[src/rtl/mipi_tx_frame_ctrl.sv]
// MIPI CSI-2 TX frame sequencer: reset hold, VSYNC/HSYNC/VALID framing
// and a one-beat registered pixel datapath in the tx_pixel_clk domain.
module mipi_tx_frame_ctrl #(
    parameter int          H_ACTIVE     = 1920,
    parameter int          V_ACTIVE     = 1080,
    parameter int          PIX_PER_BEAT = 8,
    parameter logic [5:0]  DATA_TYPE    = 6'h2A,
    parameter logic [1:0]  NUM_LANES    = 2'b11,
    parameter int          RST_CYCLES   = 1024,
    parameter int          VSYNC_W      = 4,
    parameter int          HSYNC_W      = 4,
    parameter int          H_BLANK      = 64,
    parameter int          V_BLANK      = 16
) (
    input  logic        tx_pixel_clk,
    input  logic        rst,
    input  logic        enable,
    input  logic [63:0] src_data,
    input  logic        src_valid,
    output logic        src_ready,
    output logic        my_mipi_tx_RSTN,
    output logic        my_mipi_tx_DPHY_RSTN,
    output logic        my_mipi_tx_VSYNC,
    output logic        my_mipi_tx_HSYNC,
    output logic        my_mipi_tx_VALID,
    output logic [63:0] my_mipi_tx_DATA,
    output logic [15:0] my_mipi_tx_HRES,
    output logic [5:0]  my_mipi_tx_TYPE,
    output logic [1:0]  my_mipi_tx_LANES,
    output logic [1:0]  my_mipi_tx_VC,
    output logic        my_mipi_tx_FRAME_MODE,
    output logic [15:0] frame_cnt,
    output logic        underrun,
    output logic        busy
);

    localparam int BEATS  = H_ACTIVE / PIX_PER_BEAT;
    localparam int VB_CYC = V_BLANK * (HSYNC_W + H_BLANK);
    localparam int M1 = (RST_CYCLES > VB_CYC) ? RST_CYCLES : VB_CYC;
    localparam int M2 = (VSYNC_W > HSYNC_W) ? VSYNC_W : HSYNC_W;
    localparam int M3 = (M2 > H_BLANK) ? M2 : H_BLANK;
    localparam int CNT_MAX = (M1 > M3) ? M1 : M3;
    localparam int CW = $clog2(CNT_MAX + 1);
    localparam int LW = $clog2(V_ACTIVE + 1);
    localparam int BW = $clog2(BEATS + 1);

    localparam logic [CW-1:0] RST_LAST = CW'(RST_CYCLES - 1);
    localparam logic [CW-1:0] VS_LAST  = CW'(VSYNC_W - 1);
    localparam logic [CW-1:0] HS_LAST  = CW'(HSYNC_W - 1);
    localparam logic [CW-1:0] HB_LAST  = CW'(H_BLANK - 1);
    localparam logic [CW-1:0] VB_LAST  = CW'(VB_CYC - 1);
    localparam logic [LW-1:0] LN_LAST  = LW'(V_ACTIVE - 1);
    localparam logic [BW-1:0] BT_LAST  = BW'(BEATS - 1);

    typedef enum logic [2:0] {
        RST_HOLD, IDLE, VS, HS, ACT, HB, VB
    } state_t;

    state_t        state;
    logic [CW-1:0] cnt;
    logic [LW-1:0] line;
    logic [BW-1:0] beat;

    assign my_mipi_tx_HRES       = 16'(H_ACTIVE);
    assign my_mipi_tx_TYPE       = DATA_TYPE;
    assign my_mipi_tx_LANES      = NUM_LANES;
    assign my_mipi_tx_VC         = 2'b00;
    assign my_mipi_tx_FRAME_MODE = 1'b0;

    always_ff @(posedge tx_pixel_clk or posedge rst) begin
        if (rst) begin
            state                <= RST_HOLD;
            cnt                  <= '0;
            line                 <= '0;
            beat                 <= '0;
            src_ready            <= 1'b0;
            my_mipi_tx_RSTN      <= 1'b0;
            my_mipi_tx_DPHY_RSTN <= 1'b0;
            my_mipi_tx_VSYNC     <= 1'b0;
            my_mipi_tx_HSYNC     <= 1'b0;
            my_mipi_tx_VALID     <= 1'b0;
            my_mipi_tx_DATA      <= '0;
            frame_cnt            <= '0;
            underrun             <= 1'b0;
            busy                 <= 1'b0;
        end else begin
            my_mipi_tx_VALID <= 1'b0;
            unique case (state)
                RST_HOLD: begin
                    if (cnt == RST_LAST) begin
                        my_mipi_tx_RSTN      <= 1'b1;
                        my_mipi_tx_DPHY_RSTN <= 1'b1;
                        cnt                  <= '0;
                        state                <= IDLE;
                    end else begin
                        cnt <= cnt + 1'b1;
                    end
                end
                IDLE: begin
                    if (enable) begin
                        my_mipi_tx_VSYNC <= 1'b1;
                        busy             <= 1'b1;
                        cnt              <= '0;
                        state            <= VS;
                    end
                end
                VS: begin
                    if (cnt == VS_LAST) begin
                        my_mipi_tx_VSYNC <= 1'b0;
                        my_mipi_tx_HSYNC <= 1'b1;
                        line             <= '0;
                        cnt              <= '0;
                        state            <= HS;
                    end else begin
                        cnt <= cnt + 1'b1;
                    end
                end
                HS: begin
                    if (cnt == HS_LAST) begin
                        my_mipi_tx_HSYNC <= 1'b0;
                        src_ready        <= 1'b1;
                        beat             <= '0;
                        cnt              <= '0;
                        state            <= ACT;
                    end else begin
                        cnt <= cnt + 1'b1;
                    end
                end
                ACT: begin
                    // src_ready is high throughout ACT, so src_valid is the handshake
                    if (!src_valid) begin
                        underrun <= 1'b1;
                    end else begin
                        my_mipi_tx_DATA  <= src_data;
                        my_mipi_tx_VALID <= 1'b1;
                        if (beat == BT_LAST) begin
                            src_ready <= 1'b0;
                            state     <= HB;
                        end else begin
                            beat <= beat + 1'b1;
                        end
                    end
                end
                HB: begin
                    if (cnt == HB_LAST) begin
                        cnt <= '0;
                        if (line == LN_LAST) begin
                            state <= VB;
                        end else begin
                            line             <= line + 1'b1;
                            my_mipi_tx_HSYNC <= 1'b1;
                            state            <= HS;
                        end
                    end else begin
                        cnt <= cnt + 1'b1;
                    end
                end
                VB: begin
                    if (cnt == VB_LAST) begin
                        cnt       <= '0;
                        frame_cnt <= frame_cnt + 1'b1;
                        if (enable) begin
                            my_mipi_tx_VSYNC <= 1'b1;
                            state            <= VS;
                        end else begin
                            busy  <= 1'b0;
                            state <= IDLE;
                        end
                    end else begin
                        cnt <= cnt + 1'b1;
                    end
                end
                default: state <= RST_HOLD;
            endcase
        end
    end

endmodule

[config.mk]
export PLATFORM = sky130hd
export DESIGN_NAME = mipi_tx_frame_ctrl
export DESIGN_NICKNAME = d
export VERILOG_FILES = /design/src/rtl/mipi_tx_frame_ctrl.sv
export SDC_FILE = /design/constraint.sdc
export NUM_CORES = 1
export LEC_CHECK = 0
export ABC_AREA = 1
export CAP_MARGIN = 20
export CORE_MARGIN = 1
export CORE_UTILIZATION = 60
export DETAILED_ROUTE_END_ITERATION = 12
export DONT_BUFFER_PORTS = 1
export HOLD_SLACK_MARGIN = 0.12
export PLACE_DENSITY_LB_ADDON = 0.12
export SETUP_SLACK_MARGIN = 0.5
export SLEW_MARGIN = 25
export SYNTH_ARGS = -nofsm -noshare
export SYNTH_HDL_FRONTEND = slang
export SYNTH_SLANG_ARGS = --single-unit
[constraint.sdc]
create_clock -name tx_pixel_clk -period 5.4 [get_ports tx_pixel_clk]
set_input_delay 0.81 -clock tx_pixel_clk [delete_from_list [all_inputs] [get_ports tx_pixel_clk]]
set_output_delay 0.81 -clock tx_pixel_clk [all_outputs]
set_load 0.01 [all_outputs]
### Word level (Yosys, flattened, before mapping)

Cells that the tools add are included.
Widths: inputs -> output; s select.

* add/subtract/negate cells: 4
* multipliers: 0
* divide/modulo/power cells: 0
* order comparisons: 0
* eq/ne operators: 23
* shifts and indexed selects: 0
* multiplexer cells: 42
* bitwise operators: 1
* reductions and logical operators: 20

Operators with widths (count)
* $mux 11: 8
* $pmux 11 s5: 1
* $mux 3: 9
* $mux 8: 3
* $add 11x1->11 const B: 2
* $eq 11x11->1 const B: 2
* $ne 2x2->1 const B: 11
* $pmux 11 s2: 1
* $pmux 3 s7: 1
* $add 16x1->16 const B: 1
* $pmux 8 s2: 1
* $reduce_and 4->1: 4
* $mux 1: 13
* $eq 11x10->1 const B: 1
* $eq 11x2->1 const B: 1
* $eq 11x6->1 const B: 1
* $reduce_and 2->1: 5
* $eq 3x3->1 const B: 3
* $add 8x1->8 const B: 1
* $eq 8x8->1 const B: 1
* $reduce_and 8->1: 1
* $eq 3x2->1 const B: 2
* $pmux 1 s3: 2
* $reduce_bool 2->1: 3
* other kinds (10): 12

* register bits after elaboration: 120
* bits in latches: 0
* memory bits (writable): 0
* ROM bits: 0
* output and inout bits: 115
* logic and storage cells: 103
* memories kept: 0

### Longest topological paths before layout

* word-level depth: 4
* depth in mapped cells: 12
* depth with buffers taken out: 11

### Worst setup path after synthesis

No wires, ideal clock.

* path kind: input to register
* start: input enable
* end: register cnt[3]
* setup time: 0.077 ns
* arrival time: 1.555 ns
* data required time: 5.323 ns
* path slack: 3.768 ns
* stages on the path: 8
* path buffers: 1
* path through: inv_1 > nand3_1 > nand2_2 > inv_2 > buf_6 > nand2_1 > nand2_1 > a21oi_1

* word-level cells in the longest chain between the ends: 2

RTL lines
* start: declaration: line 17 `input logic enable,`
* $ne 2x2->1 (no source line)
* $reduce_and 2->1 (no source line)
* end signal: assignment: line 96 `cnt <= cnt + 1'b1;`
* end signal: assignment: line 115 `cnt <= cnt + 1'b1;`
* end signal: assignment: line 126 `cnt <= cnt + 1'b1;`
* end: declaration: line 60 `logic [CW-1:0] cnt;`

No other way between the ends.
A chain may end at the register's enable or synchronous reset.

### Worst setup path after layout

* start: register state[2]
* end: register my_mipi_tx_DATA[57]

* word-level cells in the longest chain between the ends: 2

RTL lines
* start: declaration: line 59 `state_t state;`
* start signal: assignment: line 72 `state <= RST_HOLD;`
* start signal: assignment: line 94 `state <= IDLE;`
* start signal: assignment: line 104 `state <= VS;`
* $eq 3x3->1: line 88 `unique case (state)`
* $reduce_and 2->1 (no source line)
* end signal: assignment: line 134 `my_mipi_tx_DATA <= src_data;`
* end: declaration: line 26 `output logic [63:0] my_mipi_tx_DATA,`

No other way between the ends.

==> results.tsv <==
metric	value	unit
path_delay_family	buffers and inverters	
met2_usage	41.5	%
root_buffer	clkbuf_8	
grt_max_degree	85	
synth-main-ff-cell	dfrtp_1	
multi_input_area	2600	um2
slowest_delay	570	ps
slew_viol_final	0	
clock_sinks	120	
synth_common_cells	nand2_1, dfrtp_1, inv_1	
io_buffer_count	0	
vias	4694	
grt_use_total	26.1	%
hold_class	in -> async	
syn_area_per_cell	7.96	um2
grt_pass1_wl	20.7	mm
use_met1	32.5	%
tightestPinTransition	976	ps
cts_hold_buf	0	
setup_tns	0	ps
pwr-share-seq	42.0	%
ys_ff_latch	120	
fin_crit	2590	ps
finalWirelength	13.2	mm
pwr-share-comb	2.0	%
setup_ws	2810	ps
synth.top_cell.area_share	49.4	%
drv_cap	0	
die-area	10500	um2
cts_setup_buffers	0	
fin_crit_sh	47.9	%
arrival	3010	ps
drt_first_pass_iters	5	
rows	36	
start_kind	flop	
io_pins	183	
drtAntennaViolNets	0	
grtUsageMet3	9.69	%
synth-edff-count	0	
dieHeight	103	um
yosysWarnings	0	
worstSkewPairLatency	540	ps
required	5820	ps
antenna_found_initial	0	
max_freq	387	MHz
max-slew-margin-rel	34.9	%
coreArea	9820	um2
yosysTopAreaCell	dfrtp_1	
p_switching	0.496	mW
pwr_density_cell	341	nW/um2
fin_nets	833	
switching_share	21.8	%
crit_type	reg -> reg	
cts_tree	yes	
critPathBufInv	4	
ir_drop	241	uV
clockPowerShare	56.0	%
critPathSlowestCell	inv_2	
yosysSeqAreaShare	49.4	%
hold_violations	0	
dpl.hpwl	9.15	mm
finalSetupViolCount	0	
fin_skew	5.59	ps
synth_most_common_cell	nand2_1	
rsz0062_at_grt	no	
regArea	3000	um2
gp_congestion	0.892	
synth_cell_types	36	
grt_overflow_total	0	
syn_area	6080	um2
endpoint_kind	flop	
initial_core_util	61.9	%
path_cells	inv_2 -> nor2_4 -> inv_2 -> nor2_4 -> buf_4 -> inv_2 -> nand2_1 -> nand2_1	
crit_top_cell	inv_2	
drive_gt1_share	9.43	%
die_width	103	um
diodes	0	
drc	0	
drtIter0Drc	218	
grt_busiest_layer	met2	
clk_pin_slew	60	ps
place_worst_setup_slack	2870	ps
synthCells	764	
wl_per_cell	14.6	um
p_leak	3.43	nW
cts_buffers	17	
cts-resized-gates	0	
yosys-top-cells-area	dfrtp_1, nand2_1, buf_4, xor2_1, inv_1	
viasPerCell	5.18	
async_flop_share	100	%
clock_path_buffers	2	
cts_htree_levels	4	
fill_cells	789	
grt_pass1_vias	4405	
p_int	1.78	mW
crit_fanout	66	
status	finished, final reports clean	
area_growth	9.73	%
==> stage by stage <==
stage          hold WS, ps  instance area [um2]  instances  power, mW  util [%]
6_report               274                 6670        907       2.28      68.0
5_1_grt                337                 6670        907       2.34      68.0
4_1_cts                365                 6670        907       2.29      67.9
3_5_place_dp           525                 6010        875       1.02      61.2
3_3_place_gp           502                 6010        875       1.02      61.2
2_1_floorplan          482                 6180        789       1.02         -
==> logic make-up (layout without fill, tap and decap cells) <==
kind of cell               count (synthesis)  in the layout  synth area share, %
other                                      2             27                0.123
buffers and inverters                    108             93                 9.48
DFF                                      120            120                 49.4
adders and majority gates                  4              4                0.823
AOI/OAI and AO/OA                         49             49                 4.81
xor gates and xnor gates                  28             28                 4.03
and+or+nand+nor                          453            453                 31.4
==> power groups by stage <==
stage          registers [mW]  clock network (mW)  logic (mW)
2_1_floorplan           0.964                   0      0.0534
3_3_place_gp            0.972                   0      0.0452
3_5_place_dp            0.971                   0      0.0482
4_1_cts                 0.957                1.29      0.0474
5_1_grt                 0.959                1.33      0.0568
6_report                0.956                1.27      0.0462
==> state kept, by name, indices dropped and copies added (netlist names) <==
register and flops:
my_mipi_tx_DATA 64, frame_cnt 16, cnt 11, line 11, beat 8, state 3
busy 1, my_mipi_tx_DPHY_RSTN 1, my_mipi_tx_HSYNC 1, my_mipi_tx_VALID 1, my_mipi_tx_VSYNC 1, src_ready 1
underrun 1
==> worst paths after layout <==
check | startpoint | end | slack (ps) | cells past startpoint
worst max-delay path | state[2]$_DFFE_PP0P_ | my_mipi_tx_DATA[57]$_DFFE_PP0P_ | 2810 | 8
worst min-delay path | rst | my_mipi_tx_VALID$_DFF_PP0_ | 270 | 1
worst max register to register | state[2]$_DFFE_PP0P_ | my_mipi_tx_DATA[57]$_DFFE_PP0P_ | 2810 | 8
worst min register to register | cnt[7]$_DFFE_PP0P_ | cnt[7]$_DFFE_PP0P_ | 540 | 2
max in group asynchronous | rst | my_mipi_tx_DATA[21]$_DFFE_PP0P_ | 4180 | 2
min in group tx_pixel_clk | src_data[25] | my_mipi_tx_DATA[25]$_DFFE_PP0P_ | 390 | 2
==> placed cells by master, fill, tap and decap left out, drive strengths merged <==
| cell type | n |
|---|---|
| nand2 | 330 |
| dfrtp | 120 |
| inv | 62 |
| nor2 | 52 |
| nand3 | 41 |
| o21ai | 33 |
| conb | 27 |
| xor2 | 22 |
| clkbuf | 18 |
| nand4 | 12 |
| a21oi | 10 |
| nor3 | 8 |
| xnor2 | 6 |
| bufinv | 6 |
| nand3b | 4 |
| ha | 4 |
| or2 | 3 |
| clkinv | 3 |
| nor3b | 2 |
| o211ai | 2 |
| clkinvlp | 2 |
| buf | 2 |
| o21bai | 2 |
| and3 | 1 |
| a31oi | 1 |
| o21a | 1 |
==> layout make-up <==
class | count | area share [%]
clock buffer | 18 | 6.26
clock inverter | 14 | 3.66
inverter | 59 | 3.39
multi-input combinational | 561 | 39.0
sequential | 120 | 45.0
tap | 133 | 2.49
timing repair buffer | 2 | 0.225
==> metal layers <==
layer  part of all wire [%]  vias up
li1                       -     2316
met1                     41     2210
met2                     50      148
met3                    7.2       20
met4                    1.3        0
met5                      0        -
No activity file was read; power rests on OpenSTA's default activity.
